===== src/rtl/axi4l_pkg.sv =====
// Shared AXI4-Lite bus types and response codes.
package axi4l_pkg;
  typedef logic [31:0] addr_t;
  typedef logic [31:0] data_t;
  typedef logic [1:0]  resp_t;
  typedef logic [3:0]  strb_t;
  typedef logic [2:0]  prot_t;

  localparam resp_t OKAY   = 2'b00;
  localparam resp_t SLVERR = 2'b10;
  localparam resp_t DECERR = 2'b11;
endpackage


===== src/rtl/axi4l_if.sv =====
// AXI4-Lite channel bundle with initiator (master) and responder (slave) views.
interface axi4l_if;
  import axi4l_pkg::*;

  logic  awvalid, awready;
  addr_t awaddr;
  prot_t awprot;
  logic  wvalid, wready;
  data_t wdata;
  strb_t wstrb;
  logic  bvalid, bready;
  resp_t bresp;
  logic  arvalid, arready;
  addr_t araddr;
  prot_t arprot;
  logic  rvalid, rready;
  data_t rdata;
  resp_t rresp;

  modport master (
    output awvalid, awaddr, awprot, input awready,
    output wvalid, wdata, wstrb, input wready,
    input  bvalid, bresp, output bready,
    output arvalid, araddr, arprot, input arready,
    input  rvalid, rdata, rresp, output rready
  );

  modport slave (
    input  awvalid, awaddr, awprot, output awready,
    input  wvalid, wdata, wstrb, output wready,
    output bvalid, bresp, input bready,
    input  arvalid, araddr, arprot, output arready,
    output rvalid, rdata, rresp, input rready
  );
endinterface


===== src/rtl/axi4l_host_bridge.sv =====
// Single-outstanding host req/gnt to AXI4-Lite initiator bridge.
// Optional transaction timeout with orphan drain: define AXI4L_TIMEOUT_EN.
module axi4l_host_bridge
  import axi4l_pkg::*;
#(
  parameter int TIMEOUT_CYCLES = 255
) (
  input  logic    aclk,
  input  logic    areset,
  input  logic    data_req_i,
  output logic    data_gnt_o,
  output logic    data_rvalid_o,
  input  logic    data_we_i,
  input  strb_t   data_be_i,
  input  addr_t   data_addr_i,
  input  data_t   data_wdata_i,
  output data_t   data_rdata_o,
  output logic    data_err_o,
  axi4l_if.master axi
);

`ifdef AXI4L_TIMEOUT_EN
  typedef enum logic [2:0] {
    ST_IDLE, ST_WRITE, ST_BRESP, ST_RADDR, ST_RDATA, ST_ORPHAN
  } state_e;
  localparam int CW = $clog2(TIMEOUT_CYCLES + 1);
  logic [CW-1:0] cnt_q, cnt_d;
`else
  typedef enum logic [2:0] {
    ST_IDLE, ST_WRITE, ST_BRESP, ST_RADDR, ST_RDATA
  } state_e;
  localparam int unused_timeout = TIMEOUT_CYCLES;
`endif

  state_e state_q, state_d;
  addr_t  addr_q, addr_d;
  data_t  wdata_q, wdata_d;
  strb_t  be_q, be_d;
  logic   we_q, we_d;
  logic   awvalid_q, awvalid_d, wvalid_q, wvalid_d, arvalid_q, arvalid_d;
  logic   rvalid_q, rvalid_d, err_q, err_d;
  data_t  rdata_q, rdata_d;
  logic   bready_s, rready_s;
  logic   unused_resp_lsb;

  always_ff @(posedge aclk or posedge areset) begin
    if (areset) begin
      state_q   <= ST_IDLE;
      addr_q    <= '0;
      wdata_q   <= '0;
      be_q      <= '0;
      we_q      <= 1'b0;
      awvalid_q <= 1'b0;
      wvalid_q  <= 1'b0;
      arvalid_q <= 1'b0;
      rvalid_q  <= 1'b0;
      err_q     <= 1'b0;
      rdata_q   <= '0;
    end else begin
      state_q   <= state_d;
      addr_q    <= addr_d;
      wdata_q   <= wdata_d;
      be_q      <= be_d;
      we_q      <= we_d;
      awvalid_q <= awvalid_d;
      wvalid_q  <= wvalid_d;
      arvalid_q <= arvalid_d;
      rvalid_q  <= rvalid_d;
      err_q     <= err_d;
      rdata_q   <= rdata_d;
    end
  end

`ifdef AXI4L_TIMEOUT_EN
  always_ff @(posedge aclk or posedge areset) begin
    if (areset) cnt_q <= '0;
    else        cnt_q <= cnt_d;
  end
`endif

  always_comb begin
    state_d    = state_q;
    addr_d     = addr_q;
    wdata_d    = wdata_q;
    be_d       = be_q;
    we_d       = we_q;
    // valids fall only on their own handshake, regardless of state changes
    awvalid_d  = awvalid_q && !axi.awready;
    wvalid_d   = wvalid_q && !axi.wready;
    arvalid_d  = arvalid_q && !axi.arready;
    rvalid_d   = 1'b0;
    err_d      = err_q;
    rdata_d    = rdata_q;
    data_gnt_o = data_req_i && (state_q == ST_IDLE);
    bready_s   = (state_q == ST_BRESP);
    rready_s   = (state_q == ST_RDATA);
`ifdef AXI4L_TIMEOUT_EN
    cnt_d      = cnt_q;
    if (state_q == ST_ORPHAN) begin
      bready_s = we_q && !awvalid_q && !wvalid_q;
      rready_s = !we_q && !arvalid_q;
    end
`endif

    case (state_q)
      ST_IDLE: begin
        if (data_gnt_o) begin
          addr_d  = data_addr_i;
          wdata_d = data_wdata_i;
          be_d    = data_be_i;
          we_d    = data_we_i;
          if (data_we_i) begin
            state_d   = ST_WRITE;
            awvalid_d = 1'b1;
            wvalid_d  = 1'b1;
          end else begin
            state_d   = ST_RADDR;
            arvalid_d = 1'b1;
          end
        end
      end
      ST_WRITE: if (!awvalid_d && !wvalid_d) state_d = ST_BRESP;
      ST_BRESP: begin
        if (axi.bvalid) begin
          rvalid_d = 1'b1;
          err_d    = axi.bresp[1];
          rdata_d  = '0;
          state_d  = ST_IDLE;
        end
      end
      ST_RADDR: if (axi.arready) state_d = ST_RDATA;
      ST_RDATA: begin
        if (axi.rvalid) begin
          rvalid_d = 1'b1;
          err_d    = axi.rresp[1];
          rdata_d  = axi.rdata;
          state_d  = ST_IDLE;
        end
      end
`ifdef AXI4L_TIMEOUT_EN
      ST_ORPHAN: begin
        if ((bready_s && axi.bvalid) || (rready_s && axi.rvalid)) state_d = ST_IDLE;
      end
`endif
      default: state_d = ST_IDLE;
    endcase

`ifdef AXI4L_TIMEOUT_EN
    // cnt_q holds the number of busy cycles including the current one
    if (state_q == ST_IDLE) begin
      cnt_d = data_gnt_o ? CW'(1) : '0;
    end else if (state_q == ST_ORPHAN || state_d == ST_IDLE) begin
      cnt_d = '0;
    end else if (cnt_q >= CW'(TIMEOUT_CYCLES - 1)) begin
      rvalid_d = 1'b1;
      err_d    = 1'b1;
      rdata_d  = '0;
      state_d  = ST_ORPHAN;
      cnt_d    = '0;
    end else begin
      cnt_d = cnt_q + CW'(1);
    end
`endif
  end

  assign axi.awvalid   = awvalid_q;
  assign axi.awaddr    = addr_q;
  assign axi.awprot    = 3'b000;
  assign axi.wvalid    = wvalid_q;
  assign axi.wdata     = wdata_q;
  assign axi.wstrb     = be_q;
  assign axi.bready    = bready_s;
  assign axi.arvalid   = arvalid_q;
  assign axi.araddr    = addr_q;
  assign axi.arprot    = 3'b000;
  assign axi.rready    = rready_s;
  assign data_rvalid_o = rvalid_q;
  assign data_err_o    = err_q;
  assign data_rdata_o  = rdata_q;
  assign unused_resp_lsb = axi.bresp[0] ^ axi.rresp[0];

endmodule

===== src/flat_wrapper.sv =====
// flat-port wrapper written by rule: the top's interface ports become plain ports
module axi4l_host_bridge_flat import axi4l_pkg::*;
#(
  parameter int TIMEOUT_CYCLES = 255
)
  (aclk, areset, data_req_i, data_gnt_o, data_rvalid_o, data_we_i, data_be_i, data_addr_i, data_wdata_i, data_rdata_o, data_err_o, axi_awvalid, axi_awaddr, axi_awprot, axi_awready, axi_wvalid, axi_wdata, axi_wstrb, axi_wready, axi_bvalid, axi_bresp, axi_bready, axi_arvalid, axi_araddr, axi_arprot, axi_arready, axi_rvalid, axi_rdata, axi_rresp, axi_rready);
  axi4l_if axi_i ();
  input  logic aclk;
  input  logic areset;
  input  logic data_req_i;
  output logic data_gnt_o;
  output logic data_rvalid_o;
  input  logic data_we_i;
  input  strb_t data_be_i;
  input  addr_t data_addr_i;
  input  data_t data_wdata_i;
  output data_t data_rdata_o;
  output logic data_err_o;
  output wire logic [$bits(axi_i.awvalid)-1:0] axi_awvalid;
  output wire logic [$bits(axi_i.awaddr)-1:0] axi_awaddr;
  output wire logic [$bits(axi_i.awprot)-1:0] axi_awprot;
  input wire logic [$bits(axi_i.awready)-1:0] axi_awready;
  output wire logic [$bits(axi_i.wvalid)-1:0] axi_wvalid;
  output wire logic [$bits(axi_i.wdata)-1:0] axi_wdata;
  output wire logic [$bits(axi_i.wstrb)-1:0] axi_wstrb;
  input wire logic [$bits(axi_i.wready)-1:0] axi_wready;
  input wire logic [$bits(axi_i.bvalid)-1:0] axi_bvalid;
  input wire logic [$bits(axi_i.bresp)-1:0] axi_bresp;
  output wire logic [$bits(axi_i.bready)-1:0] axi_bready;
  output wire logic [$bits(axi_i.arvalid)-1:0] axi_arvalid;
  output wire logic [$bits(axi_i.araddr)-1:0] axi_araddr;
  output wire logic [$bits(axi_i.arprot)-1:0] axi_arprot;
  input wire logic [$bits(axi_i.arready)-1:0] axi_arready;
  input wire logic [$bits(axi_i.rvalid)-1:0] axi_rvalid;
  input wire logic [$bits(axi_i.rdata)-1:0] axi_rdata;
  input wire logic [$bits(axi_i.rresp)-1:0] axi_rresp;
  output wire logic [$bits(axi_i.rready)-1:0] axi_rready;
  assign axi_awvalid = axi_i.awvalid;
  assign axi_awaddr = axi_i.awaddr;
  assign axi_awprot = axi_i.awprot;
  assign axi_i.awready = axi_awready;
  assign axi_wvalid = axi_i.wvalid;
  assign axi_wdata = axi_i.wdata;
  assign axi_wstrb = axi_i.wstrb;
  assign axi_i.wready = axi_wready;
  assign axi_i.bvalid = axi_bvalid;
  assign axi_i.bresp = axi_bresp;
  assign axi_bready = axi_i.bready;
  assign axi_arvalid = axi_i.arvalid;
  assign axi_araddr = axi_i.araddr;
  assign axi_arprot = axi_i.arprot;
  assign axi_i.arready = axi_arready;
  assign axi_i.rvalid = axi_rvalid;
  assign axi_i.rdata = axi_rdata;
  assign axi_i.rresp = axi_rresp;
  assign axi_rready = axi_i.rready;
  axi4l_host_bridge #(.TIMEOUT_CYCLES(TIMEOUT_CYCLES)) u_core (.aclk(aclk), .areset(areset), .data_req_i(data_req_i), .data_gnt_o(data_gnt_o), .data_rvalid_o(data_rvalid_o), .data_we_i(data_we_i), .data_be_i(data_be_i), .data_addr_i(data_addr_i), .data_wdata_i(data_wdata_i), .data_rdata_o(data_rdata_o), .data_err_o(data_err_o), .axi(axi_i));
endmodule

===== config.mk =====
export PLATFORM = sky130hd
export DESIGN_NAME = axi4l_host_bridge_flat
export DESIGN_NICKNAME = d
export VERILOG_FILES = /design/src/rtl/axi4l_pkg.sv /design/src/rtl/axi4l_if.sv /design/src/rtl/axi4l_host_bridge.sv /design/src/flat_wrapper.sv
export SDC_FILE = /design/constraint.sdc
export NUM_CORES = 1
export LEC_CHECK = 0
export ABC_AREA = 1
export ABC_CLOCK_PERIOD_IN_PS = 10800
export CORE_ASPECT_RATIO = 1.1
export CORE_MARGIN = 4
export CORE_UTILIZATION = 42
export DETAILED_ROUTE_END_ITERATION = 7
export GPL_TIMING_DRIVEN = 0
export PLACE_DENSITY_LB_ADDON = 0.2
export SYNTH_ARGS = -nofsm -noshare
export SYNTH_HDL_FRONTEND = slang
export SYNTH_SLANG_ARGS = --single-unit

===== constraint.sdc =====
create_clock -name aclk -period 10.8 [get_ports aclk]
set_clock_uncertainty 0.2 [all_clocks]
set_input_delay 2.16 -clock aclk [delete_from_list [all_inputs] [get_ports aclk]]
set_output_delay 2.16 -clock aclk [all_outputs]
set_load 0.05 [all_outputs]

Word level (Yosys, flattened, before mapping)
Index checks and enable logic that the tools add are counted.
W data, S select, Z words.
Word-level totals
  register bits: 108
  bits of input ports: 113
Cells by class
  reduce and logical (&&, ||, !) cells: 15
  muxes and demuxes: 25
  equality and inequality tests: 9
Operator list (count)
  $mux W32: 2
  $pmux W32 S2: 1
  $mux W3: 5
  $pmux W3 S5: 1
  $mux W1: 13
  $ne A2 B2 Y1 const B: 4
  $eq A3 B2 Y1 const B: 2
  $logic_and A1 B1 Y1: 5
  $logic_not A1 Y1: 5
  $reduce_and A5 Y1: 1
  $pmux W1 S2: 2
  $eq A3 B1 Y1 const B: 1
  $eq A3 B3 Y1 const B: 1
  $logic_not A3 Y1: 1
  $reduce_and A3 Y1: 1
  $mux W2: 1
  $ne A2 B1 Y1 const B: 1
  $reduce_and A2 Y1: 1
  $reduce_bool A2 Y1: 1

Logic depth before layout (Yosys ltp)
  depth in word-level cells: 6
  gate-level depth with buffers: 8
  mapped depth without buffers: 8

Worst setup path before layout
Ideal clock, no wire load.
  path type: input -> output
  start: in data_req_i
  end: out data_gnt_o
  data arrival time: 2.729 ns
  slack: 5.711 ns
  buffers on the path: 1
  data required time: 8.440 ns
  cell stages on the path: 3
  path through: nand3_2 -> inv_2 -> buf_2
Between the ends
  word-level cells in the longest chain between the ends: 1
Ends and longest elaborated chain
  start, declared: line flat_wrapper.sv:10  | input logic data_req_i;
  $logic_and A1 B1 Y1: line axi4l_host_bridge.sv:94  | data_gnt_o = data_req_i && (state_q == ST_IDLE);
  end, declared: line flat_wrapper.sv:11  | output logic data_gnt_o;
No other way between the ends.

Worst setup path after layout
Same ends and word-level chain as after synthesis.

==> reports/metrics.yaml <==
routing:
  dr.pass1.iters: 4
  wl_per_cell_um: 15.4
  num_vias: 4396
  ant_nets: 0
  wirelength_um: 14500
  dr.first_iter.drc_count: 226
  drc: 0
  vias_per_cell: 4.68
sta:
  relSlewSlack_pct: 61.5
  tightestPinTransition_ns: 0.575
  grt_setup_unrepaired: "false"
  drv_slew: 0
  fin_crit_ns: 6.57
  fin_crit_sh_pct: 60.8
  hold_viol_final: 0
  fmax_mhz: 152
  tns_ns: 0
  setup_viol: 0
  setup_slack_ns: 4.23
setup_path:
  crit_fanout: 10
  crit_family: "buffers and inverters"
  path_cells: "clkdlybuf4s50_1 -> nand3_2 -> inv_2 -> buf_2 -> clkdlybuf4s50_1"
  cp-startpoint: "data_req_i"
  cp-start-kind: "input port"
  worstSetupPathType: "input port to primary output"
  worstReg2RegStart: "u_core.state_q[0]"
  slowest_delay_ns: 0.83
  required_ns: 8.44
  critPathArrivalTime_ns: 4.21
  crit_path_top_delay_cell: "clkdlybuf4s50_1"
  worst-path-buf-inv: 4
  worstSetupEndpointType: "primary output"
  critPathMostFrequentCell: "clkdlybuf4s50_1"
placed_design:
  globalplace.congestion: 0.752
  dp_hpwl_um: 11400
  port_buffers: 250
  dpl_worst_slack_ns: 4.21
global_routing:
  grt_max_degree: 65
  grt-ovfl-total: 0
  grt_use_total_pct: 22.9
  grt_pass1_wl_um: 23100
  antenna_found_initial: 0
  grt_pass1_vias: 4543
clock_tree:
  numCtsBuffers: 9
  cts.sinks: 108
  clk_path_buf_depth: 2
  cts_resized: 0
  hold_buffers: 0
  root_buffer: "clkbuf_16"
  cts_tree: "done"
  insertion_delay_ns: 0.34
  cts_setup_buffers: 0
  htreeDepth: 3
  path_clk_slew_ns: 0.07
synthesis:
  ys_seq_elements: 108
  ys_types: 17
  netlist_area_mm2: 0.00458
  yosys_warnings: 0
  postSynthCellCount: 525
  avgSynthCellArea_um2: 8.73
  yosysSeqAreaShare_pct: 59.0
  synth_largest_area_cell: "dfrtp_1"
  yosys.area.top_type_share_pct: 59.0
  synthTopCellsByArea: "dfrtp_1, nand2_1, nand3_1"
final_layout:
  layout-drive-gt1-share_pct: 9.54
  antenna_cells: 0
  final_cell_mix: "nand2_1, clkdlybuf4s50_1, dfrtp_1"
  area_growth_syn_to_layout_pct: 66.2
  nets: 905
floorplan:
  io_pins: 259
  dieWidth_um: 108
  core_area_mm2: 0.0105
  die_y_um: 118
  start_util_pct: 43.5
  die_area_mm2: 0.0127
  num_rows: 39
min_path:
  hp-start: "u_core.axi.wdata[20]"
  hold_class: "register to register"
pwr:
  power_density_mw_per_mm2: 350
  max-vdd-ir-drop_uv: 327
  leakagePower_nw: 3.80
status:
  status: "completed"
job:
  maxCapViolations: 0
==> synthesized netlist by cell type <==
| master | instances |
|---|---|
| nor2_1 | 5 |
| nand2_4 | 1 |
| nand3_1 | 71 |
| nand3_2 | 1 |
| nand2_2 | 2 |
| o21ai_0 | 5 |
| buf_4 | 40 |
| clkbuf_1 | 13 |
| dfrtp_1 | 108 |
| nand2_1 | 250 |
| buf_6 | 3 |
| inv_1 | 11 |
| o21a_1 | 2 |
| buf_2 | 8 |
| inv_2 | 3 |
| conb_1 | 1 |
| nor3_4 | 1 |
==> state kept, by name (all words and copies together) (netlist names) <==
| signal | count |
|---|---|
| u_core.axi.araddr | 32 |
| u_core.axi.wdata | 32 |
| u_core.data_rdata_o | 32 |
| u_core.axi.wstrb | 4 |
| u_core.state_q | 3 |
| u_core.axi.arvalid | 1 |
| u_core.axi.awvalid | 1 |
| u_core.axi.wvalid | 1 |
| u_core.data_err_o | 1 |
| u_core.data_rvalid_o | 1 |
==> power breakdown <==
| group | switching [mW] | leakage, nW | internal [mW] | total (mW) |
|---|---|---|---|---|
| sequential | 0.113 | 1.39 | 0.560 | 0.673 |
| clock | 0.142 | 0.149 | 0.192 | 0.334 |
| combinational | 1.10 | 2.25 | 0.556 | 1.66 |
| total | 1.36 | 3.80 | 1.31 | 2.66 |
==> cell type report <==
type	instances	area, um^2
plain buffers	64	423
repair buffers	251	2530
fillers	818	2920
well taps	143	179
clock inverters	4	47.5
flip-flops and latches	108	2700
multi-input cells	344	1430
clock buffers	12	256
inverters	14	55.1
==> path summary, 6_finish.rpt <==
kind / to / slack (ns) / cells after the start
min in group asynchronous: u_core.data_rdata_o[15] / 2.06 / 2
hold / removal: u_core.axi.wdata[20] / 0.28 / 2
setup / recovery: data_gnt_o / 4.23 / 5
max in group asynchronous: u_core.axi.wdata[28] / 7.64 / 3
hold reg to reg: u_core.axi.wdata[20] / 0.28 / 2
setup reg to reg: u_core.axi.araddr[7] / 8.86 / 7
==> per-layer routing <==
metal | vias to the layer above | track usage, % | part of all wire [%]
li1 | 2127 | - | -
met5 | - | 0 | 0
met3 | 19 | 7.62 | 9.6
met1 | 2066 | 26.0 | 38
met4 | 0 | 6.95 | 1.7
met2 | 184 | 40.2 | 51
==> worst min-delay path, stage by stage (launching register included) <==
cell and delay [ns]:
dfrtp_1 0.35, nand2_1 0.05, nand2_1 0.05
==> stage by stage <==
stage | power, mW | utilization [%] | std cells | cell area (um^2) | hold WS (ns)
2_1_floorplan | 1.76 | - | 530 | 4600 | 0.363
3_3_place_gp | 2.31 | 69.1 | 923 | 7280 | 0.261
3_5_place_dp | 2.34 | 69.4 | 924 | 7310 | 0.269
4_1_cts | 2.68 | 72.3 | 940 | 7620 | 0.285
5_1_grt | 2.80 | 72.3 | 940 | 7620 | 0.297
6_report | 2.66 | 72.3 | 940 | 7620 | 0.282
==> cells by family (layout without fill, tap and decap cells) <==
logic type,count (synthesis),after routing,share of synthesized area [%]
simple gates,331,331,29.7
other cells,1,6,0.0818
buf+inv,78,345,10.4
flops,108,108,59.0
compound gates,7,7,0.873
(Power assumes the default switching activity.)
==> variant 1: new RTL, same flow settings <==
Re-encode `state_e` (5 states) as one-hot, 5 bits wide.
--- a/src/rtl/axi4l_host_bridge.sv
+++ b/src/rtl/axi4l_host_bridge.sv
@@ -26,8 +26,8 @@
   localparam int CW = $clog2(TIMEOUT_CYCLES + 1);
   logic [CW-1:0] cnt_q, cnt_d;
 `else
-  typedef enum logic [2:0] {
-    ST_IDLE, ST_WRITE, ST_BRESP, ST_RADDR, ST_RDATA
+  typedef enum logic [4:0] {
+    ST_IDLE = 5'b00001, ST_WRITE = 5'b00010, ST_BRESP = 5'b00100, ST_RADDR = 5'b01000, ST_RDATA = 5'b10000
   } state_e;
   localparam int unused_timeout = TIMEOUT_CYCLES;
 `endif
Behaviour: no difference found for any inputs over 4 cycles, from zero or initial values and one cycle with areset high; so few cycles prove little.
==> variant 1 against the unedited design <==
Cell area up 1.5%; via count down 1.7%; clock power increased by 6%; setup slack better by 0.18 ns; sequential cell count rose by 2; area after synthesis grew 2.0%; wire length decreased by 2.3%; total power fell by 4.1%; critical path type unchanged.
==> variant 1: results (changes against the unedited design) <==
Min path
  – HP Start: u_core.axi.wdata[2]$_DFFE_PP0P_
  – Worst hold path type: reg2reg
  – Worst Hold End: u_core.axi.wdata[2]$_DFFE_PP0P_

Global routing
  – Total Routing Usage GR: 0.222 (-0.00663)
  – Vias in the first global route: 4,439 (-2.3%)
  – Largest net degree at the start of global routing: 72 (+11%)

Final layout
  – Filler cells: 861 (+5.3%)
  – Layout cells sized above 1: 0.115 (+0.0199)
  – Final Non-Filler Cells: 954 (+1.5%)
  – Nets: 915 (+1.1%)
  – Multi-input gate count: 352 (+2.3%)
  – Signal buf overhead: 0.385 (-0.00298)
  – Inverters: 17 (+3)
  – Bufs w/o clock: 312 (-0.95%)
  – Final clock-cell share: 0.0419 (+0.00198)

Place
  – Post-DP HPWL: 11,100 µm (-2.5%)
  – GPL Wtd Cong: 0.819 (+9.0%)
  – Placed Cells: 938 (+1.5%)
  – Setup slack at placement: 4.40 ns (+0.191 ns)
  – Area after DPL: 7410 µm² (+1.3%)

Clock tree
  – Post-CTS setup buffers: 0 (unchanged)
  – Clock Sinks: 110 (+1.9%)

Worst setup path
  – R2R Path Start: u_core.state_q[0]$_DFFE_PP1P_
  – FF-to-FF path depth: 8 (+1)
  – Critical path arrival: 4.03 ns (-0.18 ns)
  – R2R setup slack: 8.84 ns (-0.02 ns)
  – Worst R2R End: u_core.axi.wdata[30]$_DFFE_PP0P_

Power
  – Worst vdd ir: 240 µV (-27%)
  – P per Cell Area: 330 nW/µm² (-5.5%)
  – Leak Pwr: 3.89 nW (+2.6%)

Logic synthesis
  – Fraction of registers with async set/reset: 1.00 (unchanged)
  – Most frequent cells after synthesis: 288 x nand2_1, 109 x dfrtp_1, 39 x buf_4
  – Synth unique cells: 22 (+5)
  – Sequential fraction of the synthesis area: 0.589 (-0.000702)
  – Cells after Synth: 535 (+1.9%)

Status
  – Outcome: completed

Drt
  – DR iter-0 viols: 202 (-11%)

Floorplan
  – N_taps: 147 (+2.8%)

STA
  – Slew headroom: 0.592 (-0.0230)
  – Min Tclk post-route: 6.39 ns (-0.181 ns)
-- variant 1: metal layers --
| layer | wire length [µm] | global-route usage |
|---|---|---|
| met5 | 0 | 0 |
| met4 | 268 | 0.0687 |
| met3 | 1630 | 0.0836 |
| met2 | 7040 | 0.383 |
| met1 | 5250 | 0.252 |
-- variant 1: power breakdown --
| group | internal [mW] | switching (mW) | leakage, nW |
|---|---|---|---|
| clock network | 0.204 | 0.149 | 0.156 |
| logic | 0.519 | 1.02 | 2.31 |
| registers | 0.557 | 0.106 | 1.42 |
-- variant 1: cells by family (layout without fill, tap and decap cells) --
| group | Yosys count | after routing | synth area share |
|---|---|---|---|
| and+or+nand+nor | 341 | 341 | 0.295 |
| DFF | 110 | 110 | 0.589 |
| buffers and inverters | 78 | 345 | 0.109 |
| AOI/OAI and AO/OA | 5 | 5 | 0.00642 |
| other | 1 | 6 | 0.000802 |
-- variant 1: worst min-delay path, cell delays in order, from the launching register on --
cell	delay [ns]
dfrtp_1	0.35
nand2_1	0.05
nand2_1	0.04
==> variant 2: new RTL, config.mk and constraints unchanged <==
Without the edit above. Add a define of `AXI4L_TIMEOUT_EN`.
--- a/src/rtl/axi4l_host_bridge.sv
+++ b/src/rtl/axi4l_host_bridge.sv
@@ -1,5 +1,7 @@
 // Single-outstanding host req/gnt to AXI4-Lite initiator bridge.
 // Optional transaction timeout with orphan drain: define AXI4L_TIMEOUT_EN.
+`define AXI4L_TIMEOUT_EN
+
 module axi4l_host_bridge
   import axi4l_pkg::*;
 #(
Function: no difference found for any inputs over 4 cycles, from zero or initial values and one cycle with areset high; that may be too few to reach the edited logic, so the function may still have changed.
==> variant 2 against the unedited design <==
Cell area up 15%; critical path depth stayed put; final cell count is 17% higher; sequential cell count increased by 9; area after synthesis grew 17%; setup slack worse by 0.17 ns; combinational power grew 6%; wire length grew 6.0%; utilization fell by 2.9 points; total power grew 16%; global-route usage is 1.4 points lower; critical endpoint unchanged.
==> variant 2: results (changes against the unedited design) <==
Status
  – Outcome: completed

Min path
  – Hold path cells: 2 (unchanged)
  – Worst hold path type: reg2reg
  – Worst Hold End: u_core.axi.wdata[23]$_DFFE_PP0P_
  – HP Start: u_core.axi.wdata[23]$_DFFE_PP0P_

Logic synthesis
  – Synth unique cells: 35 (+18)
  – Sequential fraction of the synthesis area: 0.545 (-0.0441)
  – Fraction of registers with async set/reset: 1.00 (unchanged)
  – Largest cells by area after synthesis: dfrtp_1 55%, nand2_1 20%, buf_4 5.3%
  – Most frequent cells after synthesis: 287 x nand2_1, 117 x dfrtp_1, 69 x inv_1
  – Post-synth EDFFs: 0 (unchanged)
  – Yosys warning count: 0 (unchanged)

Clock tree
  – H-tree levels: 4 (+1)
  – Post-CTS sizing: 0 (unchanged)
  – Clk_lat worst skew: 0.41 ns (+0.07 ns)
  – Clk pin slew, worst setup/hold paths: 0.05 ns (-0.02 ns)
  – Clock Path Buffers: 2 (unchanged)
  – Root Buffer: clkbuf_16
  – Post-CTS setup buffers: 0 (unchanged)
  – CTS Buf Count: 17 (+8)

STA
  – WHS: 0.278 ns (-0.00433 ns)
  – Pins over their slew limit: 0 (unchanged)
  – Slew @ Worst Pin: 0.566 ns (-0.00979 ns)
  – Final setup fails: 0 (unchanged)

Drt
  – DR vias: 4,821 (+9.7%)
  – Final wirelength: 15,400 µm (+6.0%)
  – DR iter-0 viols: 226 (unchanged)
  – 1st-pass router iterations: 4 (unchanged)

Place
  – Area after DPL: 8120 µm² (+11%)
  – Post-DP HPWL: 11,600 µm (+1.8%)
  – Setup slack at placement: 4.07 ns (-0.137 ns)
  – Port-buffer cells: 250 (unchanged)
  – GPL Wtd Cong: 0.783 (+4.2%)

Worst setup path
  – Worst R2R End: u_core.data_rdata_o[23]$_DFF_PP0_
  – Critical path arrival: 4.38 ns (+0.17 ns)
  – FF-to-FF path depth: 9 (+2)
  – R2R Path Start: u_core.state_q[0]$_DFF_PP0_
  – Worst Setup SP: data_req_i
  – Critical path fanouts, max: 10 (unchanged)
  – R2R setup slack: 8.56 ns (-0.30 ns)

Final layout
  – Nets: 1,041 (+15%)
  – Layout cells sized above 1: 0.124 (+0.0282)
  – Filler cells: 1,053 (+29%)
  – ANT cells: 0 (unchanged)

Global routing
  – Vias in the first global route: 4,933 (+8.6%)
  – Largest net degree at the start of global routing: 62 (-4.6%)
  – Initial antenna violation count: 0 (unchanged)
  – Total Routing Usage GR: 0.215 (-0.0137)
  – First-pass GRT wire length: 24,600 µm (+6.5%)

Power
  – Leak Pwr: 4.48 nW (+18%)
  – Worst vdd ir: 243 µV (-26%)
-- variant 2: through the flow --
step	total power [mW]	cells
2_1_floorplan	1.90	656
6_report	3.08	1096
5_1_grt	3.25	1096
4_1_cts	3.11	1096
3_5_place_dp	2.51	1064
3_3_place_gp	2.49	1063
-- variant 2: layout make-up --
cell class                 count  area, µm²  area share
sequential                   117       2930       0.335
timing repair buffer         251       2530       0.290
multi-input combinational    392       1720       0.197
clock buffer                  23        468      0.0536
buffer                        61        415      0.0476
inverter                      86        329      0.0377
tap                          157        196      0.0225
clock inverter                 9        150      0.0172
-- variant 2: report_power, final --
group          internal [mW]  total [mW]  switching (mW)  leakage, nW
logic                  0.592        1.76            1.17         2.68
clock network          0.397       0.588           0.191        0.297
registers              0.608       0.734           0.126         1.51
-- variant 2: cell families (layout without fill, tap and decap cells) --
kind of cell	after synthesis	count (layout)	synth area share
fa+ha+maj	2	2	0.00466
buf+inv	147	430	0.138
other cells	1	6	0.000699
xor+xnor	6	6	0.00979
flops	117	117	0.545
compound gates	41	41	0.0403
simple gates	337	337	0.261
-- variant 2: routing by layer --
layer,track usage,routed length [µm],vias up
li1,-,-,2436
met2,0.347,7410,190
met1,0.264,6280,2179
met4,0.0512,145,0
met3,0.0969,1570,16
met5,0,0,-
-- variant 2: worst max-delay path by stage --
stage                                             endpoint  slack, ns
after floorplan           u_core.axi.araddr[0]$_DFFE_PP0P_       5.34
after global placement    u_core.axi.wdata[14]$_DFFE_PP0P_       3.59
after detailed placement                        data_gnt_o       4.07
after CTS                                       data_gnt_o       4.04
after global routing                            data_gnt_o       3.94
final                                           data_gnt_o       4.06
-- variant 2: critical path: stages --
cell,delay (ns)
clkdlybuf4s50_1,0.49
nand2_2,0.19
inv_2,0.27
buf_1,0.37
clkdlybuf4s50_1,0.89
